### config.mk
export PLATFORM = sky130hd
export DESIGN_NAME = serial_subtractor16_flat
export DESIGN_NICKNAME = d
export VERILOG_FILES = /design/src/rtl/serial_subtractor16_if.sv /design/src/rtl/serial_subtractor16.sv /design/src/flat_wrapper.sv
export SDC_FILE = /design/constraint.sdc
export NUM_CORES = 1
export LEC_CHECK = 0
export ABC_CLOCK_PERIOD_IN_PS = 2100
export CORE_AREA = 2 2 76 86
export CTS_BUF_LIST = sky130_fd_sc_hd__clkbuf_8 sky130_fd_sc_hd__clkbuf_16
export DETAILED_ROUTE_END_ITERATION = 6
export DIE_AREA = 0 0 78 88
export GPL_TIMING_DRIVEN = 0
export MAX_ROUTING_LAYER = met4
export PLACE_DENSITY = 0.76
export SKIP_LAST_GASP = 1
export SYNTH_ARGS = -nofsm -noshare
export SYNTH_HDL_FRONTEND = slang
export SYNTH_SLANG_ARGS = --single-unit
### constraint.sdc
create_clock -name clk -period 2.1 [get_ports clk]
set_clock_uncertainty 0.05 [all_clocks]
set_input_delay 0.42 -clock clk [delete_from_list [all_inputs] [get_ports clk]]
set_output_delay 0.42 -clock clk [all_outputs]
set_load 0.02 [all_outputs]
### src/rtl/serial_subtractor16_if.sv
// Request/result bundle between a controller and the bit-serial subtractor.
// The controller drives start/A/B and watches busy/done/Diff/Borrow.
// The subtractor uses the slave modport; the controller or bench uses master.
interface serial_subtractor16_if #(
  parameter int N = 16
);
  logic         start;
  logic [N-1:0] A;
  logic [N-1:0] B;
  logic         busy;
  logic         done;
  logic [N-1:0] Diff;
  logic         Borrow;

  modport master (
    output start, A, B,
    input  busy, done, Diff, Borrow
  );

  modport slave (
    input  start, A, B,
    output busy, done, Diff, Borrow
  );
endinterface

### src/rtl/serial_subtractor16.sv
// Bit-serial N-bit subtractor: Diff = A - B, LSB first, one full-subtractor cell plus a borrow flop.
// Latency: start accepted at edge k, result and one-cycle done at edge k+N; busy high in between.
// Backpressure: start is only sampled while idle; starts during a run are dropped, so one result per N+1 cycles max.
module serial_subtractor16 #(
  parameter int N  = 16,
  parameter int CW = 5
) (
  input  logic                  clk,
  input  logic                  rst_n,
  serial_subtractor16_if.slave  bus
);

  typedef enum logic {IDLE = 1'b0, RUN = 1'b1} state_t;

  state_t         state;
  state_t         state_nxt;
  logic [N-1:0]   sa;
  logic [N-1:0]   sb;
  logic [N-1:0]   sd;
  logic [N-1:0]   sd_nxt;
  logic [N-1:0]   diff_q;
  logic           borrow_q;
  logic           done_q;
  logic           br;
  logic           br_nxt;
  logic           d;
  logic           last;
  logic [CW-1:0]  cnt;

  // Full-subtractor cell on the current LSBs; the new bit enters the result at the MSB.
  always_comb begin
    d      = sa[0] ^ sb[0] ^ br;
    br_nxt = (~sa[0] & sb[0]) | (~(sa[0] ^ sb[0]) & br);
    sd_nxt = {d, sd[N-1:1]};
    last   = (cnt == CW'(N - 1));
  end

  // State register.
  always_ff @(posedge clk or negedge rst_n) begin
    if (!rst_n) begin
      state <= IDLE;
    end else begin
      state <= state_nxt;
    end
  end

  // Next state: idle until a start is seen, run until the last bit is processed.
  always_comb begin
    state_nxt = state;
    case (state)
      IDLE: if (bus.start) state_nxt = RUN;
      RUN:  if (last)      state_nxt = IDLE;
    endcase
  end

  // Outputs: busy mirrors RUN; result and done come straight from their flops.
  always_comb begin
    bus.busy   = (state == RUN);
    bus.done   = done_q;
    bus.Diff   = diff_q;
    bus.Borrow = borrow_q;
  end

  // Datapath: capture operands on accept, shift one bit per RUN edge, publish the result on the last bit.
  always_ff @(posedge clk or negedge rst_n) begin
    if (!rst_n) begin
      sa       <= '0;
      sb       <= '0;
      sd       <= '0;
      br       <= 1'b0;
      cnt      <= '0;
      diff_q   <= '0;
      borrow_q <= 1'b0;
      done_q   <= 1'b0;
    end else begin
      done_q <= 1'b0;
      if (state == IDLE) begin
        if (bus.start) begin
          sa  <= bus.A;
          sb  <= bus.B;
          br  <= 1'b0;
          cnt <= '0;
        end
      end else begin
        sa  <= sa >> 1;
        sb  <= sb >> 1;
        sd  <= sd_nxt;
        br  <= br_nxt;
        cnt <= cnt + CW'(1);
        if (last) begin
          diff_q   <= sd_nxt;
          borrow_q <= br_nxt;
          done_q   <= 1'b1;
        end
      end
    end
  end

endmodule

### src/flat_wrapper.sv
// flat-port wrapper written by rule: the top's interface ports become plain ports
module serial_subtractor16_flat 
#(
  parameter int N  = 16,
  parameter int CW = 5
)
  (clk, rst_n, bus_start, bus_A, bus_B, bus_busy, bus_done, bus_Diff, bus_Borrow);
  serial_subtractor16_if #(.N(N)) bus_i ();
  input  logic clk;
  input  logic rst_n;
  input wire logic [$bits(bus_i.start)-1:0] bus_start;
  input wire logic [$bits(bus_i.A)-1:0] bus_A;
  input wire logic [$bits(bus_i.B)-1:0] bus_B;
  output wire logic [$bits(bus_i.busy)-1:0] bus_busy;
  output wire logic [$bits(bus_i.done)-1:0] bus_done;
  output wire logic [$bits(bus_i.Diff)-1:0] bus_Diff;
  output wire logic [$bits(bus_i.Borrow)-1:0] bus_Borrow;
  assign bus_i.start = bus_start;
  assign bus_i.A = bus_A;
  assign bus_i.B = bus_B;
  assign bus_busy = bus_i.busy;
  assign bus_done = bus_i.done;
  assign bus_Diff = bus_i.Diff;
  assign bus_Borrow = bus_i.Borrow;
  serial_subtractor16 #(.N(N), .CW(CW)) u_core (.clk(clk), .rst_n(rst_n), .bus(bus_i));
endmodule
==> results.ini <==
[detailed_routing]
drc_errors = 0
drt_iter0_markers = 116
avgRoutedWirePerCell_um = 14.1
drtAntennaViolNets = 0
dr.pass1.iters = 4
vias_per_cell = 5.03
num_vias = 1957
totalWireLength_um = 5470

[floorplan]
io_pins = 54
die-area_um2 = 6860
fp.dieW_um = 78
fp.dieH_um = 88
initial_core_util_pct = 50.7
rows = 30
core_area_um2 = 6010

[global_route]
overflow = 0
grt_pass1_wl_um = 9480
grt_start_max_net_pins = 73
track_usage_pct = 18.6
grt_antenna_before_repair = 0
grt_pass1_vias = 2037

[timing]
rsz0062_at_grt = false
maxSlewHeadroom_pct = 40.7
worstMarginPinSlew_ns = 0.890
min_period_ns = 1.83
finalCritPeriodShare_pct = 87.4
setup_violations = 0
maxSlewViolCount = 0
layout_setup_ws_ns = 0.265
max_freq_mhz = 545
hold_viol_final = 0

[worst_setup_path]
crit_path_max_incr_delay_ns = 0.62
crit_arrival_ns = 1.36
r2r_start = u_core.cnt[0]$_DFFE_PN0P_
worstPathRequired_ns = 1.63
worstSetupStartpoint = u_core.bus.busy$_DFF_PN0_
cp_cell_sequence = clkdlybuf4s50_1
crit_path_end_kind = primary output
crit_type = reg2out
crit_family = buffers and inverters
path_buf_inv = 1
slowest_stage = clkdlybuf4s50_1
crit_path_start_kind = flip-flop
critPathMaxFanout = 3

[flow_run]
max_cap_viol_count = 0

[clock_tree]
worstSkewPairLatency_ns = 0.34
cts_buffers = 9
cts_hold_buffers = 0
root_buffer = clkbuf_8
path_clk_slew_ns = 0.08
cts_tree = yes
clock_path_buffers = 2
htreeDepth = 3
post_cts_resized = 0
cts.sinks = 72
cts_setup_buffers = 0

[final_layout]
fillCellCount = 494
final_util_pct = 64.8
fin_nets = 342
drive_gt1_share_pct = 18.8
finalInstanceArea_um2 = 3890
layout_commonest_cell = dfrtp_1
syn_to_final_growth_pct = 27.9
insertedDiodeCount = 0
mostFrequentLayoutCells = 72 x dfrtp_1, 51 x clkdlybuf4s50_1, 36 x o21ai_0

[yosys]
synthesis.nets = 279
ys_types = 21
netlist_area_um2 = 3050
synthCells = 241
synth-seq-cells = 72
avgSynthCellArea_um2 = 12.6
ys_seq_area_share_pct = 59.2
yosysWarnings = 0

[placed_design]
dpl.hpwl_um = 3690
dp_slack_ns = 0.279
numPortBuffers = 52
placed_cell_area_um2 = 3660
place_congestion = 0.755

[power_and_ir_drop]
power_density_nw_per_um2 = 1330
ir_worst_vdd_mv = 0.567
p_leak_nw = 1.81

[status]
status = finished, final reports clean

[min_path]
hp-class = in2async

cells by family after synthesis:
group / count (synthesis) / synth area share (%)
buffers and inverters: 20 / 3.90
multiplexers: 63 / 22.8
AO/OA/AOI/OAI: 38 / 6.41
XOR/XNOR: 1 / 0.288
adder cells (fa/ha/maj): 3 / 1.48
flip-flops: 72 / 59.2
AND/OR/NAND/NOR: 44 / 5.92
through the flow:
stage | setup TNS [ns] | hold slack (ns) | power, W | cells
4_1_cts | 0 | 0.167 | 0.00522 | 389
6_report | 0 | 0.134 | 0.00516 | 389
2_1_floorplan | 0 | 0.0744 | 0.00332 | 241
3_5_place_dp | 0 | 0.420 | 0.00398 | 373
3_3_place_gp | -133.29 | 0.408 | 0.00391 | 373
5_1_grt | 0 | 0.216 | 0.00549 | 389
sequential cells by signal, indices dropped and copies added, names as in the netlist:
| name | count |
|---|---|
| u_core.bus.done | 1 |
| u_core.bus.busy | 1 |
| u_core.sb | 16 |
| u_core.cnt | 5 |
| u_core.br | 1 |
| u_core.bus.Diff | 16 |
| u_core.bus.Borrow | 1 |
| u_core.sd | 15 |
| u_core.sa | 16 |
layer usage:
layer  vias up  GRT usage, %  wire [um]
li1        949             -          -
met1       959          23.3       2520
met2        39          29.4       2620
met3        10          4.02        240
met4         0          8.13         95
met5         -             -          0
Yosys cell counts, drive strengths merged:
cell type  count  area, um2
dfrtp         72       1800
mux2i         32        320
clkbuf         5       18.8
fa             1       20.0
o22ai          1       6.26
nor2           4       15.0
a22o           1       8.76
o21ai         36        180
buf            9       77.6
nor2b          1       6.26
mux2          31        375
nand3          2       10.0
inv            6       22.5
xor2           1       8.76
ha             2       25.0
nand2         36        143
and3           1       6.26
power by group:
part | internal (W) | total (W) | switching [W]
Clock | 0.000705 | 0.00123 | 0.000524
Sequential | 0.00195 | 0.00228 | 0.000335
Combinational | 0.000912 | 0.00165 | 0.000742
Total | 0.00356 | 0.00516 | 0.00160
layout make-up:
| cell class | instances | area (um2) | area share [%] |
|---|---|---|---|
| Sequential cell | 72 | 1800 | 46.3 |
| Multi-Input combinational cell | 149 | 1120 | 28.9 |
| Timing Repair Buffer | 52 | 518 | 13.3 |
| Clock buffer | 10 | 138 | 3.53 |
| Tap cell | 80 | 100 | 2.57 |
| Buffer | 14 | 96.3 | 2.47 |
| Clock inverter | 6 | 92.6 | 2.38 |
| Inverter | 6 | 22.5 | 0.578 |
final timing paths:
| path | cells after the start | end | slack (ns) |
|---|---|---|---|
| setup / recovery | 1 | bus_busy | 0.27 |
| hold / removal | 1 | u_core.sb[11]$_DFFE_PN0P_ | 0.13 |
| setup reg to reg | 6 | u_core.bus.Diff[14]$_DFFE_PN0P_ | 0.27 |
| min in group clk | 2 | u_core.br$_DFFE_PN0P_ | 0.43 |
| max in group asynchronous | 1 | u_core.sd[13]$_DFFE_PN0P_ | 1.27 |
| hold reg to reg | 2 | u_core.br$_DFFE_PN0P_ | 0.43 |
Note: power is estimated with default switching activity, not from simulation.
